`src/rtl/recovery_controller.sv`:
```
// PC-rollback recovery sequencer: checkpoints clean commits, issues the restore pulse,
// stalls through the flush and escalates to a sticky fatal state after repeated failed retries.
// Optional MONITOR watchdog is enabled by defining RECOVERY_WATCHDOG_EN.
module recovery_controller #(
    parameter int          MAX_RETRY    = 3,
    parameter int          FLUSH_CYCLES = 2,
    parameter logic [31:0] RESET_PC     = 32'h0000_0000
`ifdef RECOVERY_WATCHDOG_EN
    ,
    parameter int          WDT_CYCLES   = 16
`endif
) (
    input  logic        clk,
    input  logic        rst,
    input  logic        fault_detect,
    input  logic        commit_valid,
    input  logic [31:0] commit_pc,
    output logic [31:0] pc_saved,
    output logic        recovery_en,
    output logic        stall,
    output logic [3:0]  retry_cnt,
    output logic        recovery_done,
    output logic        fatal_error
);

    typedef enum logic [2:0] {
        IDLE,
        RESTORE,
        FLUSH,
        MONITOR,
        FATAL
    } state_t;

    state_t      state_reg;
    logic [3:0]  flush_cnt_reg;
    logic        wdt_expire;
    logic        take_fault;
    logic        retry_exhausted;

`ifdef RECOVERY_WATCHDOG_EN
    logic [7:0]  wdt_cnt_reg;

    // A clean commit in the same cycle as expiry wins, so expiry only counts without a commit.
    assign wdt_expire = (wdt_cnt_reg == 8'(WDT_CYCLES - 1)) && !commit_valid;
`else
    assign wdt_expire = 1'b0;
`endif

    assign take_fault = ((state_reg == IDLE) && fault_detect) ||
                        ((state_reg == MONITOR) && (fault_detect || wdt_expire));
    assign retry_exhausted = (retry_cnt == 4'(MAX_RETRY));

    always_ff @(posedge clk or posedge rst) begin
        if (rst) begin
            state_reg     <= IDLE;
            flush_cnt_reg <= 4'd0;
            pc_saved      <= RESET_PC;
            recovery_en   <= 1'b0;
            stall         <= 1'b0;
            retry_cnt     <= 4'd0;
            recovery_done <= 1'b0;
            fatal_error   <= 1'b0;
`ifdef RECOVERY_WATCHDOG_EN
            wdt_cnt_reg   <= 8'd0;
`endif
        end else begin
            recovery_en   <= 1'b0;
            recovery_done <= 1'b0;

            if (take_fault) begin
                // Faulting instruction never updates the checkpoint, even if it also commits.
                stall <= 1'b1;
                if (retry_exhausted) begin
                    state_reg   <= FATAL;
                    fatal_error <= 1'b1;
                end else begin
                    state_reg   <= RESTORE;
                    retry_cnt   <= retry_cnt + 4'd1;
                    recovery_en <= 1'b1;
                end
            end else begin
                case (state_reg)
                    IDLE: begin
                        if (commit_valid) begin
                            pc_saved <= commit_pc;
                        end
                    end
                    RESTORE: begin
                        flush_cnt_reg <= 4'(FLUSH_CYCLES - 1);
                        stall         <= 1'b1;
                        state_reg     <= FLUSH;
                    end
                    FLUSH: begin
                        if (flush_cnt_reg == 4'd0) begin
                            stall     <= 1'b0;
                            state_reg <= MONITOR;
`ifdef RECOVERY_WATCHDOG_EN
                            wdt_cnt_reg <= 8'd0;
`endif
                        end else begin
                            flush_cnt_reg <= flush_cnt_reg - 4'd1;
                        end
                    end
                    MONITOR: begin
                        if (commit_valid) begin
                            pc_saved      <= commit_pc;
                            retry_cnt     <= 4'd0;
                            recovery_done <= 1'b1;
                            state_reg     <= IDLE;
                        end
`ifdef RECOVERY_WATCHDOG_EN
                        else begin
                            wdt_cnt_reg <= wdt_cnt_reg + 8'd1;
                        end
`endif
                    end
                    FATAL: begin
                        stall       <= 1'b1;
                        fatal_error <= 1'b1;
                    end
                    default: begin
                        state_reg <= IDLE;
                        stall     <= 1'b0;
                    end
                endcase
            end
        end
    end

endmodule
```
`config.mk`:
```
export PLATFORM = sky130hd
export DESIGN_NAME = recovery_controller
export DESIGN_NICKNAME = d
export VERILOG_FILES = /design/src/rtl/recovery_controller.sv
export SDC_FILE = /design/constraint.sdc
export NUM_CORES = 1
export LEC_CHECK = 0
export ABC_AREA = 1
export CAP_MARGIN = 20
export CORE_ASPECT_RATIO = 1.5
export CORE_MARGIN = 5
export CORE_UTILIZATION = 52
export CTS_CLUSTER_DIAMETER = 30
export DETAILED_ROUTE_END_ITERATION = 6
export DONT_BUFFER_PORTS = 1
export PLACE_DENSITY = 0.69
export SLEW_MARGIN = 10
export SYNTH_ARGS = -nofsm -noshare
export SYNTH_HDL_FRONTEND = slang
export SYNTH_SLANG_ARGS = --single-unit
```
`constraint.sdc`:
```
create_clock -name clk -period 4 [get_ports clk]
set_clock_uncertainty 0.15 [all_clocks]
set_input_delay 0.4 -clock clk [delete_from_list [all_inputs] [get_ports clk]]
set_output_delay 0.4 -clock clk [all_outputs]
set_load 0.05 [all_outputs]
```
**After elaboration in Yosys (flattened, before gate mapping)**

Index checks and enable logic that the tools add are counted.

- Flip-flop bits (word level): 47
- Bits of input ports: 36
- Output and inout port bits: 40
- Word-level logic and storage cells: 63

- $add $sub $neg: 2
- Equal/unequal tests: 12
- Muxes and demuxes: 22
- Bitwise gates (word level): 1
- Reductions and logical operators: 18

Operators by type and width:

| kind | count |
|---|---|
| $mux W4 | 5 |
| $mux W3 | 4 |
| $pmux W3 S4 | 1 |
| $reduce_and A3 Y1 | 4 |
| $mux W1 | 10 |
| $pmux W4 S2 | 1 |
| $reduce_bool A2 Y1 | 4 |
| $eq A3 B2 Y1 const B | 2 |
| $ne A2 B1 Y1 const B | 3 |
| $ne A3 B3 Y1 const B | 2 |
| $reduce_or A2 Y1 | 3 |
| $add A4 B1 Y4 const B | 1 |
| $eq A4 B2 Y1 const B | 1 |
| $logic_not A4 Y1 | 1 |
| $ne A2 B2 Y1 const B | 2 |
| $reduce_and A2 Y1 | 2 |
| $sub A4 B1 Y4 const B | 1 |
| $eq A3 B1 Y1 const B | 1 |
| $eq A3 B3 Y1 const B | 1 |
| $logic_not A3 Y1 | 1 |
| $pmux W1 S3 | 1 |
| $logic_and A1 B1 Y1 | 2 |
| $logic_or A1 B1 Y1 | 1 |
| $not A1 Y1 | 1 |

**Depth between registers and ports, before layout**

- Word-level depth: 5
- Mapped depth: 8
- Depth with buffers taken out: 8

**Worst setup path before layout**

Ideal clock, no wire load.

- Kind: reg-to-reg
- Start point: register retry_cnt[0]
- End point: register retry_cnt[0]
- Data arrival time: 1,318 ps
- Data required time: 3,702 ps
- Path slack: 2,384 ps
- Stages on the path, launching flop included: 6
- Buffers on the path: 0
- Period minus slack after synthesis: 1,616 ps
- Cell sequence: dfrtp_1 -> ha_1 -> nand2_1 -> nand3_1 -> nand3_1 -> o21ai_0

- Longest elaborated chain between the ends: 3
- Elaborated cells on any way between the ends: 6

Ends and longest elaborated chain:

| item | line | RTL |
|---|---|---|
| start, declared | 21 | `output logic [3:0] retry_cnt,` |
| start signal, assigned | 78 | `retry_cnt <= retry_cnt + 4'd1;` |
| $add A4 B1 Y4 or $eq A4 B2 Y1 (tied branches) | 78, 51 |  |
| $mux W4 or $ne A2 B2 Y1 (tied branches) | n/a |  |
| $mux W4 or $reduce_and A3 Y1 (tied branches) | n/a |  |

Several ways; a longest one is shown, not always the timed one. The select of a mux whose other input is x is not followed.
A chain may end at the register's enable or synchronous reset.

**Final worst setup path**

- Start point: register state_reg[1]
- End point: register pc_saved[2]

- Longest elaborated chain between the ends: 5
- Elaborated cells on any way between the ends: 8

Ends and longest elaborated chain:

| item | line | RTL |
|---|---|---|
| start, declared | 34 | `state_t state_reg;` |
| start signal, assigned | 55 | `state_reg <= IDLE;` |
| start signal, assigned | 74 | `state_reg <= FATAL;` |
| start signal, assigned | 77 | `state_reg <= RESTORE;` |
| $eq A3 B2 Y1 or $logic_not A3 Y1 (tied branches) | 50, 82, 49 |  |
| $logic_and A1 B1 Y1 (on tied branches) | 50, 49 |  |
| $logic_or A1 B1 Y1 | 49 | `assign take_fault = ((state_reg == IDLE) && fault_detect) \|\|` |
| $not A1 Y1 (no source line) | n/a |  |
| $reduce_and A3 Y1 (no source line) (*) | n/a |  |
| end signal, assigned | 85 | `pc_saved <= commit_pc;` |
| end signal, assigned | 106 | `pc_saved <= commit_pc;` |
| end, declared | 18 | `output logic [31:0] pc_saved,` |

Every way passes the cells marked *; elsewhere a longest branch is shown, timed or not.

==> results by group <==
Die
  • Rows: 28
  • Initial Util: 53.2%
  • Chip width: 61.5 um
  • Core Area: 3890 um^2
  • Die Ht: 87.3 um
  • Ports: 76
  • Die ar.: 5370 um^2

Clocking
  • Root buf cell: clkbuf_8
  • Clock Latency Late Sink: 0.29 ns
  • Deepest level of the CTS H-tree: 2
  • Post-CTS setup buffers: 0
  • CTS Buf Count: 5
  • Worst-case clock buffer depth: 2
  • # clock sinks: 47
  • CTS tree: yes
  • Clk pin slew, worst setup/hold paths: 0.08 ns

Final layout
  • Largest register FFs: 32
  • Final-stage net count: 275
  • Antenna diodes: 0
  • Post-route cell area: 2170 um^2
  • Post-Layout Cell Count: 283
  • Layout cells sized above 1: 5.88%
  • Area growth from synthesis to layout: 4.96%

Detailed routing
  • Via count: 1507
  • Routed Antenna Nets: 0
  • Via/cell ratio: 5.33
  • First drt pass iteration count: 6
  • Drc violations: 0
  • Drt wl/cell: 15.2 um
  • Initial DRC count: 77
  • Total length of routed wires: 4310 um

GRT
  • First-pass GRT wire length: 7050 um
  • GRT Overall Usage: 17.3%
  • Largest net degree at the start of global routing: 48
  • Initial antenna violation count: 0
  • Total global routing overflow: 0
  • Number of global-route vias before repair: 1574

Yosys
  • Most instantiated cells after synthesis: nand2_1 (88), dfrtp_1 (47), nand3_1 (44), inv_1 (17), nor2_1 (8)
  • Async SR Flop Fraction: 100%
  • EDFF count, synth: 0
  • Count leader, synth: nand2_1
  • Synth area leaders: dfrtp_1 (57%), nand2_1 (16%), nand3_1 (11%)
  • Sequential share of the synthesized area: 56.8%
  • Synth Instances: 238
  • Flops & latches, synth: 47
  • Ys flop type: dfrtp_1
  • YS warnings: 0
  • Avg Cell Area, Syn: 8.70 um^2
  • Share of the synthesized area in the top cell type: 56.8%
  • Count of different cell masters after synthesis: 23
  • Post-synth top area cell: dfrtp_1
  • Mapped Area: 2070 um^2
  • Mapped Nets: 276

Worst hold path
  • Hold Crit Start: commit_pc[22]
  • Hold Crit Class: input port to flip-flop
  • Hold worst-path end: pc_saved[22]
  • Hold path depth: 2

Flow run
  • Max Cap Viol: 0

Pwr
  • Pleak: 1.17 nW
  • Worst-case vdd ir drop: 0.000560 V
  • Combinational share of power: 21.7%
  • Reg power frac: 65.7%
  • Switching power: 1.25 mW
  • Switching share of total power: 56.6%
  • P per Cell Area: 1010 nW/um^2
  • Pwr Total: 2.20 mW
  • Int Pwr: 0.954 mW
  • Clk pwr share: 12.6%

Critical path
  • Critical path type: flip-flop to flip-flop
  • Worst r2r src: state_reg[1]
  • Crit path from: state_reg[1]
  • Worst Path Max Fanout: 34
  • FF-to-FF setup slack: 1.75 ns
  • Critical path capture point type: flip-flop
  • R2r endpoint: pc_saved[2]
  • Crit-path cells: nor2_1 -> nand2_1 -> a21oi_4 -> nand2_4 -> nand2_1 -> nand2_1
  • Critical path's slowest cell: a21oi_4
  • Most Frequent Cell on Critical Path: nand2_1
  • Number of cells on the worst reg-to-reg path: 6
  • CP max stage delay: 0.71 ns
  • Setup crit start kind: flip-flop
  • CP Data Required Time: 4.04 ns
  • Arr. time, crit path: 2.29 ns

Placement
  • Post-Place Setup Slack: 1.75 ns
  • DP HPWL: 3040 um
  • Buffers on Ports: 0
  • Routability Congestion: 0.780
  • Cell area after placement: 2050 um^2
  • DP Cell Count: 273

STA
  • RSZ-0062 raised after global routing: no
  • Hold Vio Cnt, Final: 0
  • Fin. max-slew vios: 0
  • # setup viols final: 0
  • Tmin final: 2.25 ns
  • Relative slew margins: 42.3%
  • Fmax: 444 MHz
  • Fin crit share: 56.3%
  • Post-route setup slack: 1.75 ns
  • Slew @ Worst Pin: 0.864 ns
  • Setup TNS: 0 ns

Outcome
  • Status: complete, no violations
logic make-up after synthesis:
group,count (synthesis),share of synthesized area [%]
fa+ha+maj,2,1.21
flops,47,56.8
xor+xnor,3,1.27
buf+inv,27,6.53
simple gates,148,30.8
compound gates,11,3.39
cells in the final DEF, fill, tap and decap left out:
cell,Yosys,final
clkinv_2,0,2
clkbuf_8,0,5
nand3_1,44,44
o21ai_0,6,6
inv_1,17,16
a21oi_1,1,1
buf_12,0,1
nand2_1,88,88
nand4_1,1,1
nor2_1,8,8
nand3_2,1,1
xor2_1,2,2
dlygate4sd3_1,0,1
dfrtp_1,47,47
inv_6,0,1
a21oi_4,1,1
nand3b_1,1,1
xnor2_1,1,1
nor3_1,3,3
ha_1,2,2
o21ai_1,1,1
a31oi_1,1,1
o211ai_1,1,1
inv_2,0,1
or2_2,1,1
nand2_4,1,1
through the flow:
step	util (%)	hold slack (ns)
floorplan	-	0.303
global placement	52.8	0.322
detailed placement	52.8	0.333
CTS	55.1	0.0749
global route	55.9	0.0788
finish	55.9	0.0926
how the worst max path moves through the flow:
| stage | to | slack (ns) | depth (start not counted) |
|---|---|---|---|
| after floorplan | fatal_error | 2.33 | 1 |
| after global placement | pc_saved[20] | 1.78 | 6 |
| after detailed placement | pc_saved[1] | 1.75 | 6 |
| after CTS | pc_saved[14] | 1.74 | 6 |
| after global routing | pc_saved[23] | 1.47 | 6 |
| final | pc_saved[2] | 1.75 | 6 |
what timing repair did:
item | in CTS | in global routing
hold endpoints to repair | 0 | 10
gates resized for setup | 0 | 0
hold buffers | 0 | 1
area by class of cell:
class                           count  area, um^2
Clock inverter                      3        18.8
Tap cell                           45        56.3
Inverter                           17        63.8
Sequential cell                    47        1180
Multi-Input combinational cell    164         758
Clock buffer                        5        68.8
Timing Repair Buffer                2        30.0
Fill cell                         356        1720
worst max-delay path: cells and delay by family, from the launching register on:
family          cells  cell delay (ns)
compound gates      1             0.71
flops               1             0.45
simple gates        5             0.83
power groups by stage:
stage               clock network [mW]  registers [mW]  logic, mW
finish                           0.277            1.44      0.478
global route                     0.308            1.48      0.577
CTS                              0.292            1.45      0.483
detailed placement                   0            1.46      0.481
global placement                     0            1.46      0.468
floorplan                            0            1.41      0.433
metal layers:
layer	vias to the layer above	wire length, um	global-route usage [%]
li1	758	-	-
met1	686	1520	18.4
met2	56	2280	30.1
met3	7	459	5.93
met4	0	53	6.76
met5	-	0	0
Note: power is estimated with default switching activity, not from simulation.
